File: config.mk
export PLATFORM = sky130hd
export DESIGN_NAME = seq_divider
export DESIGN_NICKNAME = d
export VERILOG_FILES = /design/src/rtl/seq_divider.sv
export SDC_FILE = /design/constraint.sdc
export NUM_CORES = 1
export LEC_CHECK = 0
export ABC_AREA = 1
export BUFFER_PORTS_ARGS = -buffer_cell sky130_fd_sc_hd__buf_2
export CAP_MARGIN = 30
export CORE_MARGIN = 2
export CORE_UTILIZATION = 35
export DETAILED_ROUTE_END_ITERATION = 10
export GPL_ROUTABILITY_DRIVEN = 0
export PLACE_DENSITY = 0.63
export SLEW_MARGIN = 10
export SYNTH_ARGS = -nofsm -noshare
export SYNTH_HDL_FRONTEND = slang
export SYNTH_SLANG_ARGS = --single-unit
File: constraint.sdc
create_clock -name clk -period 1.9 [get_ports clk]
set_clock_uncertainty 0.1 [all_clocks]
set_input_delay 0.38 -clock clk [delete_from_list [all_inputs] [get_ports clk]]
set_output_delay 0.38 -clock clk [all_outputs]
set_load 0.1 [all_outputs]
File: src/rtl/seq_divider.sv
// seq_divider: multi-cycle unsigned restoring divider, one quotient bit per clock.
// Define SEQ_DIVIDER_SIGNED_EN to add the signed_mode input (two's complement).
module seq_divider #(
  parameter int WIDTH = 8
) (
  input  logic             clk,
  input  logic             rst,
  input  logic             start,
  input  logic [WIDTH-1:0] dividend,
  input  logic [WIDTH-1:0] divisor,
`ifdef SEQ_DIVIDER_SIGNED_EN
  input  logic             signed_mode,
`endif
  output logic             busy,
  output logic             done,
  output logic [WIDTH-1:0] quotient,
  output logic [WIDTH-1:0] remainder,
  output logic             div_by_zero
);

  localparam int CNT_W = $clog2(WIDTH + 1);

  typedef enum logic [1:0] {
    IDLE = 2'd0,
    CALC = 2'd1,
    DONE = 2'd2
  } state_t;

  state_t           state_q, state_d;
  logic [CNT_W-1:0] cnt_q, cnt_d;
  logic [WIDTH:0]   prem_q, prem_d;
  logic [WIDTH-1:0] shq_q, shq_d;
  logic [WIDTH-1:0] dvs_q, dvs_d;
  logic [WIDTH-1:0] quo_q, quo_d;
  logic [WIDTH-1:0] rem_q, rem_d;
  logic             dbz_q, dbz_d;

  logic [WIDTH+1:0] trial;
  logic [WIDTH+1:0] diff;
  logic             step_ge;
  logic [WIDTH:0]   step_rem;
  logic [WIDTH-1:0] step_q;
  logic [WIDTH-1:0] a_mag;
  logic [WIDTH-1:0] b_mag;
  logic [WIDTH-1:0] q_fix;
  logic [WIDTH-1:0] r_fix;

  // Extra top bit makes the trial-subtract sign visible as diff MSB.
  assign trial    = {prem_q, shq_q[WIDTH-1]};
  assign diff     = trial - {2'b00, dvs_q};
  assign step_ge  = ~diff[WIDTH+1];
  assign step_rem = step_ge ? diff[WIDTH:0] : trial[WIDTH:0];
  assign step_q   = {shq_q[WIDTH-2:0], step_ge};

`ifdef SEQ_DIVIDER_SIGNED_EN
  logic neg_q_q, neg_q_d;
  logic neg_r_q, neg_r_d;
  logic a_neg;
  logic b_neg;

  assign a_neg = signed_mode & dividend[WIDTH-1];
  assign b_neg = signed_mode & divisor[WIDTH-1];
  assign a_mag = a_neg ? -dividend : dividend;
  assign b_mag = b_neg ? -divisor : divisor;
  assign q_fix = neg_q_q ? -step_q : step_q;
  assign r_fix = neg_r_q ? -step_rem[WIDTH-1:0]
                         : step_rem[WIDTH-1:0];
`else
  assign a_mag = dividend;
  assign b_mag = divisor;
  assign q_fix = step_q;
  assign r_fix = step_rem[WIDTH-1:0];
`endif

  always_comb begin
    state_d = state_q;
    cnt_d   = cnt_q;
    prem_d  = prem_q;
    shq_d   = shq_q;
    dvs_d   = dvs_q;
    quo_d   = quo_q;
    rem_d   = rem_q;
    dbz_d   = dbz_q;
`ifdef SEQ_DIVIDER_SIGNED_EN
    neg_q_d = neg_q_q;
    neg_r_d = neg_r_q;
`endif
    unique case (state_q)
      IDLE, DONE: begin
        state_d = IDLE;
        if (start) begin
          shq_d  = a_mag;
          dvs_d  = b_mag;
          prem_d = '0;
          cnt_d  = CNT_W'(WIDTH);
`ifdef SEQ_DIVIDER_SIGNED_EN
          neg_q_d = a_neg ^ b_neg;
          neg_r_d = a_neg;
`endif
          if (divisor == '0) begin
            state_d = DONE;
            quo_d   = '1;
            rem_d   = dividend;
            dbz_d   = 1'b1;
          end else begin
            state_d = CALC;
          end
        end
      end
      CALC: begin
        prem_d = step_rem;
        shq_d  = step_q;
        cnt_d  = cnt_q - CNT_W'(1);
        if (cnt_q == CNT_W'(1)) begin
          state_d = DONE;
          quo_d   = q_fix;
          rem_d   = r_fix;
          dbz_d   = 1'b0;
        end
      end
      default: state_d = IDLE;
    endcase
  end

  always_ff @(posedge clk or posedge rst) begin
    if (rst) begin
      state_q <= IDLE;
      cnt_q   <= '0;
      prem_q  <= '0;
      shq_q   <= '0;
      dvs_q   <= '0;
      quo_q   <= '0;
      rem_q   <= '0;
      dbz_q   <= 1'b0;
`ifdef SEQ_DIVIDER_SIGNED_EN
      neg_q_q <= 1'b0;
      neg_r_q <= 1'b0;
`endif
    end else begin
      state_q <= state_d;
      cnt_q   <= cnt_d;
      prem_q  <= prem_d;
      shq_q   <= shq_d;
      dvs_q   <= dvs_d;
      quo_q   <= quo_d;
      rem_q   <= rem_d;
      dbz_q   <= dbz_d;
`ifdef SEQ_DIVIDER_SIGNED_EN
      neg_q_q <= neg_q_d;
      neg_r_q <= neg_r_d;
`endif
    end
  end

  assign busy        = (state_q == CALC);
  assign done        = (state_q == DONE);
  assign quotient    = quo_q;
  assign remainder   = rem_q;
  assign div_by_zero = dbz_q;

endmodule

# Word-level counts from Yosys, hierarchy flattened
# Index checks and enable logic that the tools add are counted.
dict set report word_totals {
  ff_bits 48
  latch_bits 0
  mem_bits_rw 0
  rom_bits 0
  input_bits 19
  output_inout_bits 19
  wordCells 47
  memories 0
}
dict set report classes {
  add_sub_neg 2
  multipliers 0
  div 0
  magnitude_cmp 0
  n_eq_ne 6
  shifts 0
  muxes 23
  bitwise 1
  n_reduce_logical 7
}
# cell count
set op_table {}
lappend op_table {{$mux 8} 7}
lappend op_table {{$pmux 8 s2} 3}
lappend op_table {{$mux 9} 2}
lappend op_table {{$pmux 9 s2} 1}
lappend op_table {{$sub 10x8->10} 1}
lappend op_table {{$logic_not 8->1} 1}
lappend op_table {{$pmux 4 s2} 1}
lappend op_table {{$mux 2} 3}
lappend op_table {{$eq 4x1->1 const B} 1}
lappend op_table {{$mux 4} 1}
lappend op_table {{$ne 2x2->1 const B} 2}
lappend op_table {{$pmux 2 s2} 1}
lappend op_table {{$reduce_and 2->1} 2}
lappend op_table {{$reduce_and 4->1} 1}
lappend op_table {{$sub 4x1->4 const B} 1}
lappend op_table {{$mux 1} 3}
lappend op_table {{$eq 2x1->1 const B} 1}
lappend op_table {{$eq 2x2->1 const B} 1}
lappend op_table {{$logic_not 2->1} 1}
lappend op_table {{$ne 2x1->1 const B} 1}
lappend op_table {{$pmux 1 s2} 1}
lappend op_table {{$reduce_bool 2->1} 1}
lappend op_table {{$reduce_or 2->1} 1}
lappend op_table {{$not 1->1} 1}

# Depth between registers and ports, before layout
dict set report depth {
  depth_word 4
  depth_mapped 15
  mapped_depth_nobuf 14
}

# Worst setup path before layout
# No wires, ideal clock.
dict set report synth_path {
  path_type {reg-to-output}
  startpoint {register state_q[1]}
  endpoint {output done}
  arrival_time_ps 1730
  t_required_ps 1420
  slack_ps -310
  stages_incl_launch_ff 3
  path_buffers 0
  cell_sequence {dfrtp_1 > inv_1 > nor2_1}
}
dict set report synth_between {
  elab_chain_len 1
}
# element line
set synth_lines {}
lappend synth_lines {{from (decl)} 29} ;# state_t state_q, state_d;
lappend synth_lines {{from (signal assigned)} 140} ;# state_q <= state_d;
lappend synth_lines {{$eq 2x2->1} 156} ;# assign done = (state_q == DONE);
lappend synth_lines {{to (decl)} 15} ;# output logic done,
# No other way between the ends.

# Final worst setup path
dict set report layout_path {
  startpoint {register shq_q[7]}
  endpoint {register prem_q[8]}
}
dict set report layout_between {
  elab_chain_len 3
}
# element line
set layout_lines {}
lappend layout_lines {{from (decl)} 32} ;# logic [WIDTH-1:0] shq_q, shq_d;
lappend layout_lines {{from (signal assigned)} 143} ;# shq_q <= shq_d;
lappend layout_lines {{$sub 10x8->10} 50} ;# assign diff = trial - {2'b00, dvs_q};
lappend layout_lines {{$mux 9} 52} ;# assign step_rem = step_ge ? diff[WIDTH:0] : trial[WIDTH:0];
lappend layout_lines {{$pmux 9 s2} 88} ;# unique case (state_q)
lappend layout_lines {{to (signal assigned)} 142} ;# prem_q <= prem_d;
lappend layout_lines {{to (decl)} 31} ;# logic [WIDTH:0] prem_q, prem_d;
# No other way between the ends.
# A chain may end at the register's enable or synchronous reset.

==> flow_metrics.py <==
metrics = {
    "synthesis": {
        "synth.area.top_cells": "dfrtp_1, nand2_1, nand3_1",
        "ys_types": 31,
        "netlist_area_um2": 2700,
        "synth-edff-count": 0,
        "yosysTopAreaCell": "dfrtp_1",
        "syn-num-nets": 378,
        "postSynthAreaPerCell_um2": 7.77,
        "synth_ff_type": "dfrtp_1",
        "yosysMostFrequentCell": "nand2_1",
        "synthArstFlopShare": 1.00,
        "yosys-top-cells-count": "nand2_1, dfrtp_1, inv_1, nand3_1",
        "ys_ff_latch": 48,
        "seq_area_frac_synth": 0.444,
        "synth_top_cell_area_share": 0.444,
        "syn_inst": 348,
        "yosysWarnings": 0,
    },
    "die": {
        "die_height_um": 91.9,
        "start_util": 0.355,
        "io-pin-count": 38,
        "die_w_um": 91.9,
        "dieArea_um2": 8440,
        "rows": 32,
        "core_area_um2": 7610,
    },
    "timing": {
        "period_needed_ns": 1.94,
        "finalHoldViolCount": 21,
        "max_slew_margin": 0.667,
        "hold_ws_ns": -0.00768,
        "fmax_ghz": 0.516,
        "rsz0062_at_grt": "yes",
        "tightest_slew_ns": 0.499,
        "slew_viol_final": 0,
        "setup_violations": 3,
        "fin_crit_sh": 1.02,
        "setup_slack_ns": -0.0394,
        "fin_setup_tns_ns": -0.0549,
    },
    "critical_path": {
        "ff2ff_setup_slack_ns": -0.04,
        "start_kind": "flip-flop",
        "cp_max_fo": 3,
        "r2r-end": "prem_q[8]",
        "cp.required_ns": 2.01,
        "r2r-start": "shq_q[7]",
        "crit_type": "reg -> reg",
        "end_kind": "flip-flop",
        "reg2reg_depth": 14,
        "critPathArrivalTime_ns": 2.05,
    },
    "drt": {
        "routed-via-count": 2546,
        "first_pass_iters": 4,
        "avgViaCountPerCell": 4.89,
        "routed_wl_um": 7030,
        "drtIter0Drc": 189,
        "ant_nets": 0,
        "drcViolationCount": 0,
        "wl_per_cell_um": 13.5,
    },
    "place": {
        "dp_hpwl_um": 4730,
        "port_buffers": 37,
    },
    "clock_tree": {
        "cts_hold_buffers": 0,
        "cts_buffers": 5,
        "cts_num_sinks": 48,
        "clk_pin_slew_ns": 0.09,
        "cts.path.max_buffers": 2,
        "clkLatencyLatePin_ns": 0.31,
        "cts_tree": "yes",
        "cts_root_buffer": "clkbuf_8",
        "h-tree-depth": 2,
    },
    "global_routing": {
        "grt_usage": 0.170,
        "grt_max_degree": 28,
        "grt_overflow": 0,
        "grt_pass1_vias": 2400,
        "antenna_found_initial": 0,
        "grt_pass1_wl_um": 11500,
    },
    "worst_hold_path": {
        "hold_class": "in -> async",
    },
    "cells_and_area": {
        "drive_above_1_share": 0.370,
        "nNetsFinal": 448,
        "postLayoutCoreUtil": 0.479,
        "diodes": 0,
        "area_delta_synth_final_pct": 34.8,
    },
    "status": {
        "status": "finished, violations left",
        "violations": "hold timing, setup timing",
    },
    "flow_run": {
        "cap_viol_max_count": 0,
    },
}
layout make-up:
| class | count | area [µm²] |
|---|---|---|
| Tap cell | 102 | 128 |
| Timing Repair Buffer | 73 | 490 |
| Clock inverter | 1 | 7.51 |
| Inverter | 47 | 176 |
| Multi-Input combinational cell | 243 | 1550 |
| Clock buffer | 7 | 86.3 |
| Sequential cell | 48 | 1200 |
| Fill cell | 753 | 3960 |
critical path: stages (launching register included):
cell     delay [ns]
dfrtp_1        0.42
inv_2          0.09
ha_4           0.13
inv_2          0.04
fa_2           0.42
nand3_2        0.10
nand2_4        0.06
nand4_1        0.11
nand2_1        0.06
nand2_1        0.05
nand2_1        0.04
nand2_1        0.06
o21ai_2        0.05
nand2_1        0.05
nand2_1        0.04
cell families (layout without fill, tap and decap cells):
family / Yosys count / count (layout) / share of synthesized area
xor+xnor: 4 / 4 / 0.0130
buf+inv: 58 / 128 / 0.0865
flops: 48 / 48 / 0.444
compound gates: 44 / 44 / 0.0865
simple gates: 183 / 184 / 0.316
fa+ha+maj: 11 / 11 / 0.0537
what timing repair did:
action                     in CTS  in global routing
pin swaps                      10                 29
buffers inserted                3                  9
resized for setup              21                 42
setup endpoints to repair      20                 20
hold endpoints to repair        0                  0
gates cloned                    1                  0
layer usage:
metal	GRT usage	wire [µm]	vias up
li1	-	-	1249
met1	0.214	2910	1230
met2	0.292	3700	56
met3	0.0296	294	11
met4	0.0622	129	0
met5	0	0	-
cell usage in the layout, fill, tap and decap left out, drive strengths merged, types with 2 or more instances in the layout:
cell type and n:
a21oi 11, xor2 3, nand3 41, ha 10, clkbuf 7, nor2 29
nand2 98, buf 73, inv 47, dfrtp 48, a211oi 2, nand4 7
o21ai 28, or2 8
worst max-delay path by stage:
| stage | startpoint | endpoint | slack, ns | depth (start not counted) |
|---|---|---|---|---|
| floorplan | prem_q[5] | remainder[2] | 0.04 | 12 |
| global placement | prem_q[5] | remainder[3] | -0.11 | 11 |
| detailed placement | prem_q[5] | remainder[3] | -0.21 | 11 |
| CTS | shq_q[7] | prem_q[8] | -0.008 | 14 |
| global route | shq_q[7] | prem_q[8] | -0.15 | 14 |
| finish | shq_q[7] | prem_q[8] | -0.04 | 14 |
registers in the layout, indices dropped and copies added, names as in the netlist:
register	cells
prem_q	9
shq_q	8
div_by_zero	1
cnt_q	4
remainder	8
state_q	2
dvs_q	8
quotient	8
metrics by stage:
step                      setup WS [ns]  hold WS (ns)  cell area, µm²  std cells
after detailed placement         -0.207         0.345            3170        500
final                           -0.0394      -0.00768            3640        521
after global routing             -0.152        0.0445            3640        521
after floorplan                  0.0398         0.353            2710        348
after global placement           -0.109         0.346            3170        500
after CTS                      -0.00816       0.00901            3420        512
Power is left out: the tool's default activity adds up to more than one toggle a clock period on the data nets, which glitch-free logic cannot reach.
